**src/rtl/branch_predict_unit.sv**
```systemverilog
// -----------------------------------------------------------------------------
// branch_predict_unit
//
// Branch resolution and prediction for the rvcore datapath.
//   * Resolves conditional branches from the raw operands. Signed and unsigned
//     compares are done internally.
//   * Holds a branch history table (BHT) of 2-bit saturating counters. The
//     table gives fetch a taken/not-taken prediction and is trained on every
//     resolved branch.
//   * Flags mispredictions and counts resolved branches and mispredictions.
//     Both statistics counters saturate.
//
// There is no handshake. res_valid only qualifies the resolve slot, and the
// unit never stalls.
//
// Ports
//   clk, rst        clock (rising edge), asynchronous active-high reset
//   pred_pc         PC in fetch
//   pred_taken      prediction for pred_pc (combinational)
//   res_valid       resolve slot holds an instruction this cycle
//   res_pc          PC of the instruction being resolved
//   branch          [3] is-branch, [2:0] RV funct3
//   rs1, rs2        compare operands
//   res_pred_taken  prediction that fetch used for this instruction
//   bht_clear       synchronous clear of every BHT entry to INIT_STATE
//   branch_taken    resolved outcome (combinational)
//   mispredict      outcome differs from res_pred_taken (combinational)
//   br_count        resolved valid branches, saturating
//   mispred_count   mispredicted branches, saturating
// -----------------------------------------------------------------------------
module branch_predict_unit #(
    parameter int unsigned XLEN        = 32,
    parameter int unsigned BHT_ENTRIES = 64,
    parameter logic [1:0]  INIT_STATE  = 2'b01,
    localparam int unsigned IDX_W      = $clog2(BHT_ENTRIES)
) (
    input  logic            clk,
    input  logic            rst,
    input  logic [XLEN-1:0] pred_pc,
    output logic            pred_taken,
    input  logic            res_valid,
    input  logic [XLEN-1:0] res_pc,
    input  logic [3:0]      branch,
    input  logic [XLEN-1:0] rs1,
    input  logic [XLEN-1:0] rs2,
    input  logic            res_pred_taken,
    input  logic            bht_clear,
    output logic            branch_taken,
    output logic            mispredict,
    output logic [31:0]     br_count,
    output logic [31:0]     mispred_count
);

    logic [1:0]       bht_q [BHT_ENTRIES];
    logic [1:0]       bht_d;
    logic [31:0]      br_count_q;
    logic [31:0]      br_count_d;
    logic [31:0]      mispred_count_q;
    logic [31:0]      mispred_count_d;

    logic [IDX_W-1:0] pred_idx;
    logic [IDX_W-1:0] res_idx;
    logic             funct_ok;
    logic             vb;
    logic             cond;
    logic             lt_signed;
    logic             lt_unsigned;

    // Instruction alignment bits and the upper PC bits take no part in
    // indexing. They are folded here so the partial use of the PCs is explicit.
    logic             unused_pc_bits;
    assign unused_pc_bits = ^{pred_pc, res_pc};

    assign pred_idx = pred_pc[IDX_W+1:2];
    assign res_idx  = res_pc[IDX_W+1:2];

    assign lt_signed   = $signed(rs1) < $signed(rs2);
    assign lt_unsigned = rs1 < rs2;

    // The funct3 codes 010 and 011 are not conditional branches.
    assign funct_ok = (branch[2:1] != 2'b01);
    assign vb       = res_valid & branch[3] & funct_ok;

    always_comb begin
        cond = 1'b0;
        case (branch[2:0])
            3'b000:  cond = (rs1 == rs2);
            3'b001:  cond = (rs1 != rs2);
            3'b100:  cond = lt_signed;
            3'b101:  cond = ~lt_signed;
            3'b110:  cond = lt_unsigned;
            3'b111:  cond = ~lt_unsigned;
            default: cond = 1'b0;
        endcase
    end

    assign branch_taken = vb & cond;
    assign mispredict   = vb & (branch_taken ^ res_pred_taken);

    // The prediction reads the registered table, so a same-cycle update to the
    // same index only becomes visible on the next cycle.
    assign pred_taken = bht_q[pred_idx][1];

    // Next value of the trained entry, saturating at 2'b00 and 2'b11.
    always_comb begin
        bht_d = bht_q[res_idx];
        if (branch_taken) begin
            if (bht_q[res_idx] != 2'b11) bht_d = bht_q[res_idx] + 2'd1;
        end else begin
            if (bht_q[res_idx] != 2'b00) bht_d = bht_q[res_idx] - 2'd1;
        end
    end

    always_comb begin
        br_count_d      = br_count_q;
        mispred_count_d = mispred_count_q;
        if (vb && (br_count_q != 32'hFFFF_FFFF)) begin
            br_count_d = br_count_q + 32'd1;
        end
        if (mispredict && (mispred_count_q != 32'hFFFF_FFFF)) begin
            mispred_count_d = mispred_count_q + 32'd1;
        end
    end

    // A clear wins over a same-cycle training update, and the update is lost.
    always_ff @(posedge clk or posedge rst) begin
        if (rst) begin
            for (int i = 0; i < BHT_ENTRIES; i++) bht_q[i] <= INIT_STATE;
        end else if (bht_clear) begin
            for (int i = 0; i < BHT_ENTRIES; i++) bht_q[i] <= INIT_STATE;
        end else if (vb) begin
            bht_q[res_idx] <= bht_d;
        end
    end

    // The statistics still count a branch resolved in a clear cycle.
    always_ff @(posedge clk or posedge rst) begin
        if (rst) begin
            br_count_q      <= 32'd0;
            mispred_count_q <= 32'd0;
        end else begin
            br_count_q      <= br_count_d;
            mispred_count_q <= mispred_count_d;
        end
    end

    assign br_count      = br_count_q;
    assign mispred_count = mispred_count_q;

endmodule

```
**config.mk**
```make
export PLATFORM = sky130hd
export DESIGN_NAME = branch_predict_unit
export DESIGN_NICKNAME = d
export VERILOG_FILES = /design/src/rtl/branch_predict_unit.sv
export SDC_FILE = /design/constraint.sdc
export NUM_CORES = 1
export LEC_CHECK = 0
export CAP_MARGIN = 10
export CORE_ASPECT_RATIO = 1.5
export CORE_MARGIN = 2
export CORE_UTILIZATION = 26
export CTS_CLUSTER_SIZE = 16
export DETAILED_ROUTE_END_ITERATION = 10
export PLACE_DENSITY = 0.49
export RECOVER_POWER = 100
export SKIP_LAST_GASP = 1
export SYNTH_ARGS = -nofsm -noshare
export SYNTH_HDL_FRONTEND = slang
export SYNTH_SLANG_ARGS = --single-unit
```
**constraint.sdc**
```tcl
create_clock -name clk -period 11.6 [get_ports clk]
set_input_delay 2.32 -clock clk [delete_from_list [all_inputs] [get_ports clk]]
set_output_delay 2.32 -clock clk [all_outputs]
set_load 0.02 [all_outputs]
```
==> results of run 1 <==
## state kept, by name, indices dropped and copies added (netlist names)
register,count
bht_q,128
br_count,32
mispred_count,32
## per-layer routing
| metal | routed length [µm] | GRT usage (%) | part of all wire, % | up-vias |
|---|---|---|---|---|
| met5 | 0 | 0 | 0 | - |
| met4 | 537 | 4.522 | 1.6 | 0 |
| met3 | 1030 | 2.062 | 3.0 | 25 |
| met2 | 19120 | 28.78 | 55 | 165 |
| met1 | 13830 | 17.12 | 40 | 4637 |
| li1 | - | - | - | 4470 |
## synth_stat cells (3+ instances only)
| cell type | n | area share, % |
|---|---|---|
| sky130_fd_sc_hd__a211oi_1 | 52 | 3.4 |
| sky130_fd_sc_hd__a21oi_1 | 97 | 4.2 |
| sky130_fd_sc_hd__a221oi_1 | 11 | 0.84 |
| sky130_fd_sc_hd__a22o_1 | 3 | 0.23 |
| sky130_fd_sc_hd__a22oi_1 | 3 | 0.20 |
| sky130_fd_sc_hd__and2_1 | 4 | 0.22 |
| sky130_fd_sc_hd__and3_1 | 14 | 0.76 |
| sky130_fd_sc_hd__and4_1 | 3 | 0.23 |
| sky130_fd_sc_hd__buf_1 | 8 | 0.26 |
| sky130_fd_sc_hd__buf_12 | 6 | 1.0 |
| sky130_fd_sc_hd__buf_2 | 15 | 0.65 |
| sky130_fd_sc_hd__buf_4 | 3 | 0.20 |
| sky130_fd_sc_hd__clkbuf_1 | 32 | 1.0 |
| sky130_fd_sc_hd__dfrtp_1 | 128 | 28 |
| sky130_fd_sc_hd__dfstp_2 | 64 | 15 |
| sky130_fd_sc_hd__ha_1 | 34 | 3.7 |
| sky130_fd_sc_hd__inv_1 | 47 | 1.5 |
| sky130_fd_sc_hd__mux2_2 | 7 | 0.69 |
| sky130_fd_sc_hd__mux2i_1 | 13 | 1.1 |
| sky130_fd_sc_hd__mux4_1 | 3 | 0.69 |
| sky130_fd_sc_hd__mux4_2 | 36 | 7.1 |
| sky130_fd_sc_hd__nand2_1 | 110 | 3.6 |
| sky130_fd_sc_hd__nand2b_1 | 4 | 0.22 |
| sky130_fd_sc_hd__nand3_1 | 42 | 1.8 |
| sky130_fd_sc_hd__nand4_1 | 22 | 1.2 |
| sky130_fd_sc_hd__nor2_1 | 153 | 5.0 |
| sky130_fd_sc_hd__nor2b_1 | 6 | 0.33 |
| sky130_fd_sc_hd__nor3_1 | 31 | 1.4 |
| sky130_fd_sc_hd__nor3b_1 | 6 | 0.39 |
| sky130_fd_sc_hd__nor4_1 | 15 | 0.82 |
| sky130_fd_sc_hd__o21ai_0 | 25 | 1.1 |
| sky130_fd_sc_hd__o21ai_2 | 60 | 4.6 |
| sky130_fd_sc_hd__o22ai_1 | 9 | 0.49 |
| sky130_fd_sc_hd__or2_2 | 4 | 0.22 |
| sky130_fd_sc_hd__or4_1 | 3 | 0.20 |
| sky130_fd_sc_hd__xnor2_1 | 24 | 1.8 |
| sky130_fd_sc_hd__xor2_1 | 39 | 3.0 |
## critical path: stages
cell                            delay [ns]
sky130_fd_sc_hd__dlygate4sd3_1        0.52
sky130_fd_sc_hd__inv_1                0.04
sky130_fd_sc_hd__ha_1                 0.30
sky130_fd_sc_hd__nand4_1              0.18
sky130_fd_sc_hd__nor2_1               0.07
sky130_fd_sc_hd__a221o_1              0.32
sky130_fd_sc_hd__o31ai_1              0.65
sky130_fd_sc_hd__o221ai_1             0.27
sky130_fd_sc_hd__nor3_2               0.14
sky130_fd_sc_hd__clkbuf_1             1.09
sky130_fd_sc_hd__nor2_1               0.16
sky130_fd_sc_hd__dlygate4sd3_1        0.73
## cell families after synthesis
logic type	share of synthesized area, %
compound gates	16.67
xor+xnor	4.814
fa+ha+maj	3.919
buf+inv	5.076
flops	42.62
mux	10.04
simple gates	16.86
## path summary, 6_finish.rpt
| path | endpoint | slack, ns |
|---|---|---|
| max | mispredict | 2.50 |
| min | mispred_count[26] | 0.49 |
| min in group asynchronous | bht_q[107] | 3.32 |
| max in group asynchronous | bht_q[75] | 3.85 |
| min reg2reg | mispred_count[26] | 0.49 |
| max reg2reg | bht_q[127] | 6.80 |
## power by group through the flow
stage                     clock network (mW)  registers (mW)  logic (mW)
final                                  0.609           0.716       0.233
after detailed placement                   0           0.730       0.248
after CTS                              0.626           0.718       0.249
after global routing                   0.656           0.721       0.255
after global placement                     0           0.729       0.246
after floorplan                            0           0.745       0.120
## area by class of cell
class / count / area (µm²)
Fill cell: 4633 / 30010
Multi-Input combinational cell: 865 / 5772
Sequential cell: 192 / 4885
Timing Repair Buffer: 167 / 1597
Tap cell: 576 / 720.7
Clock buffer: 17 / 425.4
Inverter: 47 / 177.7
Clock inverter: 15 / 170.2
## stage by stage
step | hold slack, ns | instances
2_1_floorplan | 0.5237 | 1171
3_3_place_gp | 0.4836 | 1847
3_5_place_dp | 0.4848 | 1847
4_1_cts | 0.4976 | 1879
5_1_grt | 0.5090 | 1879
6_report | 0.4901 | 1879
==> summary by stage, run 1 <==
Min path
The min-delay analysis places its worst path in the category reg -> reg. Counting instances, the worst hold path has a depth of 1. The startpoint of the worst hold path is mispred_count[26].

Clocking
The count of hold-fix buffers inserted at cts is 0. The worst-case clock buffer depth is 2. The count of buffers added by post-CTS timing repair for setup is 0. The H-tree was split into 4 levels. After clock tree synthesis, the clock-pin slew on the worst setup and hold paths is about 0.070 ns. The clock reaches the later pin of the worst-skew pair after roughly 0.46 ns. The CTS root buffer is sky130_fd_sc_hd__clkbuf_16. TritonCTS created 17 clock buffers. TritonCTS built the clock tree. Gates resized during post-CTS repair numbered 0. CTS saw roughly 190 sinks.

Worst setup path
The largest fanout on the critical path is 32. The worst register-to-register path has a depth of 8. The kind of start point of the critical path is an input pin. The startpoint identified for the worst register-to-register timing path is bht_q[92]. At the worst endpoint, the required time is roughly 9.3 ns. The data arrival time at the worst-slack endpoint is 6.78 ns.

The startpoint-to-endpoint class of the critical path is in -> out. In this run the worst setup path begins at rs2[14]. STA classifies the critical path endpoint as an output port.

Final layout
The count of nets after finishing is approximately 1500. 0 antenna diodes ended up in the layout. The post-route netlist has 12.66% of its cells at a drive strength greater than 1. The most common library cell in the layout ignoring fill and taps is sky130_fd_sc_hd__nor2_1. After routing the design area is around 0.014 mm².

The area added between synthesis and finish is 19.93%. Cells fill around a third of the core in the end. The top cell types in the final layout, fill and taps aside, are 153 x sky130_fd_sc_hd__nor2_1, 128 x sky130_fd_sc_hd__dfrtp_1, 110 x sky130_fd_sc_hd__nand2_1.

STA
Setup repair after global routing left no endpoint under its margin. The count of endpoints failing hold in the final timing report is 0. Clock skew on the completed layout was measured at 0.01036 ns. The final-report setup violation count is 0.

Measured against its own limit, the worst slew margin works out to -139.7%. The minimum clock period is roughly 9.1 ns. Derived from the worst setup path, the maximum achievable clock frequency is 109.9 MHz. Of the available clock period, the critical path in the final layout requires around four fifths. The worst-margin pin slew is 3.596 ns. The number of slew-limit violations in the final report is 327.

The accumulated negative setup slack is 0 ns. The worst path meets setup with 2.500 ns of slack.

Global routing
The via count of the first global-routing pass came to just over 9000. The overflow left after global routing is 0. The number of antenna violations at the first check in global routing was 0. The maximum number of pins on one net before global-route repair is 74.

The global-route wire length before repair is 53350 µm. For this run, the total global-route usage over all layers was measured as 15.00%.

Synthesis
Yosys printed 0 warnings. Counting every instance in the synthesized netlist gives roughly 1200. The mean instance size in the synthesized netlist is around 10 µm². The mapped netlist covers about 0.011 mm². The net count of the mapped netlist is around 1300. For this run, asynchronously set or reset flops after synthesis account for between 90% and 100%.

The flip-flop cell with the highest count after synthesis is sky130_fd_sc_hd__dfrtp_1. Sequential cells were found to cover a little over two fifths of the synthesized design area. The number of enable-type register cells in the synthesized netlist is 0. The synthesized flop and latch total is about 190. After synthesis, the netlist uses 65 different library cells.

Routing
The remaining antenna violation count is 0. In the routed design, unresolved DRC markers number 0. The overall via count from detail_route is between 9000 and 10000. After detailed routing, the total wire length is about 35000 µm. Using the TritonRoute via totals, the vias-per-cell ratio works out to 4.948. Dividing the detail-routed wire length by the instance count gives approximately 18 µm.

The number of detailed-route iterations in the first pass is 4. The first routing iteration left 545 violations.

Job
Max-cap violations in this run came to 5.

Power and ir drop
The total power of the final layout is 1.558 mW. The analysis attributes to cell leakage a power of between 5 and 6 nW. The relative contribution of combinational cells to total power is about 15%. The switching part of the total power is 29.84%. In this run the power density over the cells is around 110 mW/mm². Per report_power, the clock group accounts for between 30% and 40% of the total. The analysis attributes to net switching a power of 0.4648 mW. The maximum ir drop on the vdd rail is around 0.00010 V. Cell internal power was estimated by the tool at between 1 and 1.5 mW. The sequential share of power is a little under half.

Placement
Detailed placement finished with a half-perimeter wire length of 23560 µm. The final weighted congestion of routability-driven global placement is approximately 0.76. Timing analysis after detailed placement gives a worst setup slack of approximately 3.5 ns.

In this run the tool buffered the top-level ports with between 150 and 200 buffer cells. In this run the cell area measured after placement is between 0.01 and 0.015 mm².

Status
The flow ran to the end, but the final reports show violations. The checks that failed: capacitance limit, slew limit.

Floorplan
The die boundary width is between 150 and 200 µm. 204 I/O pins were placed. The die covers between 0.04 and 0.05 mm².

The die is around 260 µm tall. The total area inside the core boundary comes to ~0.044 mm². The initial cell density of the core is between 20% and 30%. The floorplan has between 90 and 100 rows.
Power figures use the tool's default switching activity.
==> run 2, diff against run 1 <==
==> constraint.sdc (replaced) <==
create_clock -name clk -period 9.5 [get_ports clk]
set_input_delay 1.9 -clock clk [delete_from_list [all_inputs] [get_ports clk]]
set_output_delay 1.9 -clock clk [all_outputs]
set_load 0.02 [all_outputs]
==> run 2 against run 1 <==
Effect of this change: the run still ends with capacitance limit, slew limit left; worst hold slack got worse by 0.0017 ns; combinational power rose by 21%; utilization is 0.074 points higher; routed wire length up 0.60%; count of clock-buffer cells in the layout rose by 2; critical endpoint unchanged; via count up 0.70%; die area unchanged; clock power rose by 28%; clock skew is 0.0022 ns higher; largest cell class unchanged; total power up 25%; critical path type unchanged.
==> summary by stage, run 2 (same netlist as run 1, synthesis figures left out) <==
Placement
Routability-driven placement finished with a final weighted congestion of 0.7572. Port buffering added ~150 buffers. The post-DP HPWL is roughly 24000 µm. The worst-case setup slack after placement is roughly 2.1 ns. The number of cells in the design after placement is approximately 1800.

Clocking
The total CTS buffers is 17. The root buffer cell chosen for the clock tree is sky130_fd_sc_hd__clkbuf_16. Clock-pin slew was measured on the worst setup and hold paths at 0.07 ns.

For this design, the CTS-stage hold fixing added 0 buffers. For the worst-skew pair, the clock arrives at the later sink with an insertion delay of around 0.45 ns. Buffers added to address setup during post-CTS repair amount to 0.

The longest clock path from root to sink contains 2 buffers. In this run the number of H-tree levels came out at 4. The TritonCTS clock tree is done. The clock sink count is around 190. The count of instances resized after the clock tree is built is 0.

Power and ir drop
The worst-case IR drop observed on VDD is 0.0001023 V. The leakage power is about 5.5 nW. Dividing total power by cell area gives a power density of ~140 mW/mm².

The completed layout was analyzed and its total power is between 1.5 and 2 mW.

Job
The count of max-cap constraint violations is 3.

Global routing
The maximum number of pins on one net before global-route repair is 129. The via count of the first global-routing pass is between 9000 and 10000. Global routing consumed, over all layers together, between 10% and 20% of the routing resources. The global-route wire length before repair is around 54000 µm. The number of antenna violations at the first check in global routing is 0.

After global routing the overflow that remains totals 0.

STA
Setup violations remaining at the end of the flow were counted as 0. The count of endpoints failing hold in the final timing report is 0. Derived from the worst setup path, the maximum achievable clock frequency is roughly 120 MHz.

The number of slew-limit violations in the final report is between 200 and 300. Setup repair after global routing left no endpoint under its margin. In the finished design, the share of the clock period the worst path needs comes to between 80% and 90%. Summed over all failing endpoints, the final setup total negative slack is 0 ns. Measured against its own limit, the worst slew margin works out to -299.2%. The worst-margin pin slew is 5.988 ns. The clock period could shrink to around 8.0 ns.

Between clock sinks in the finished design, the worst skew comes to between 0.01 and 0.015 ns. The worst path meets setup with about 1.5 ns of slack.

Floorplan
The die area is approximately 0.046 mm². The die boundary width is 175.4 µm. The initial cell density of the core is a little over a quarter.

During I/O placement, the number of pins put on the boundary was a little over 200. The standard cell core area is 0.04375 mm². Row generation in the floorplan step produced 94 rows. The die outline height is about 260 µm.

Routing
The total DRC errors in the routed layout is 0. The DRC marker count from the first detailed-route iteration is 491. Wires add up to 34730 µm. The routed layout has between 9000 and 10000 vias. The remaining antenna violation count is 0. The number of detailed-route iterations in the first pass is 5. Dividing the detail-routed via count by the number of cells gives around 5.0.

After detailed routing, the average wire length per cell comes to roughly 18 µm.

Worst setup path
For this design, the slowest cell found on the critical path is sky130_fd_sc_hd__clkbuf_1. The worst setup path is of the in -> out kind. The worst setup path is captured at an output port.

The launching point of the worst reg2reg path is bht_q[92]. The data arrival time at the worst-slack endpoint is approximately 6 ns. The largest single stage delay on the critical path is approximately 1.1 ns.

Together, buffers and inverters on the worst path number 4. In this run the worst path has a maximum fanout of 32. The kind of cell with the highest combined delay along the critical path is buffers and inverters.

STA classifies the critical path startpoint as an input pin. The source of the critical timing path is rs2[11]. Data on the critical path is required at its endpoint by 7.60 ns. The critical path goes through clkdlybuf4s50_1 -> inv_1 -> ha_1 -> nand4_1 -> nor2_1 -> a221o_1 -> o31ai_1 -> mux2i_1 -> nor3_2 -> clkbuf_1 -> nor2_1 -> clkdlybuf4s50_1.

Status
The final reports fail on capacitance limit, slew limit. The run finished, with violations left.

Final layout
At the end of the flow, the number of nets in the layout was between 1000 and 1500. The library cells used most frequently in the layout, excluding fill and tap cells, are 153 x sky130_fd_sc_hd__nor2_1, 128 x sky130_fd_sc_hd__dfrtp_1, 110 x sky130_fd_sc_hd__nand2_1. The register with the most flip-flops in the final layout is bht_q. The area used by sequential logic in the layout is just under 0.005 mm². Counting the fill cells in the layout gives between 4000 and 5000.

Once layout is complete, the utilization of the core stands at between 30% and 40%. The number of flip-flops under the largest register name is 128. The final instance count without filler cells is between 1500 and 2000.

The area growth from synthesis to layout is 20.22%. The number of antenna diodes in the final layout is 0. The post-route netlist has between 10 and 15% of its cells at a drive strength greater than 1. The library cell used most frequently in the layout, excluding fill and tap cells, is sky130_fd_sc_hd__nor2_1. The area of the multi-input gates is 0.005767 mm².

Min path
The worst hold path begins at mispred_count[4]. The worst hold-check path type is reg -> reg.
-- run 2: changes by cell type in the layout (fill, tap and decap cells not counted), sizes merged --
cell           change
bufinv             +2
clkbuf             +1
inv                -4
dlygate4sd3        -2
clkdlybuf4s50      +2
buf                +1
-- run 2: power breakdown --
part	switching (mW)	internal, mW
clock network	0.348	0.434
logic	0.167	0.116
registers	0.0318	0.843
total	0.547	1.39
-- run 2: final timing paths --
path / slack [ns] / cells after the start / end
min in group asynchronous: 3.81 / 2 / bht_q[11]
worst min-delay path: 0.49 / 1 / mispred_count[4]
max in group asynchronous: 2.36 / 3 / mispred_count[27]
worst max register to register: 4.70 / 8 / bht_q[15]
worst max-delay path: 1.47 / 12 / mispredict
worst min register to register: 0.49 / 1 / mispred_count[4]
-- run 2: final cells by class --
type	count	area share, %
inverter	47	1.289
clock inverter	13	1.271
sequential	192	35.45
timing repair buffer	167	11.62
tap	576	5.230
clock buffer	19	3.287
multi-input combinational	865	41.85
-- run 2: metrics by stage --
stage	hold WS, ns	cell area [µm²]
after floorplan	0.5237	11460
after global placement	0.4825	13410
after detailed placement	0.4849	13410
after CTS	0.4991	14040
after global routing	0.5104	13780
final	0.4884	13780
-- run 2: per-layer routing --
metal / share of wire, % / up-vias / routed length, µm / global-route usage, %
met4: 2.8 / 0 / 989 / 5.808
met3: 3.5 / 46 / 1214 / 2.279
met2: 54 / 198 / 18650 / 28.24
met5: 0 / - / 0 / 0
met1: 40 / 4652 / 13870 / 17.54
li1: - / 4466 / - / -
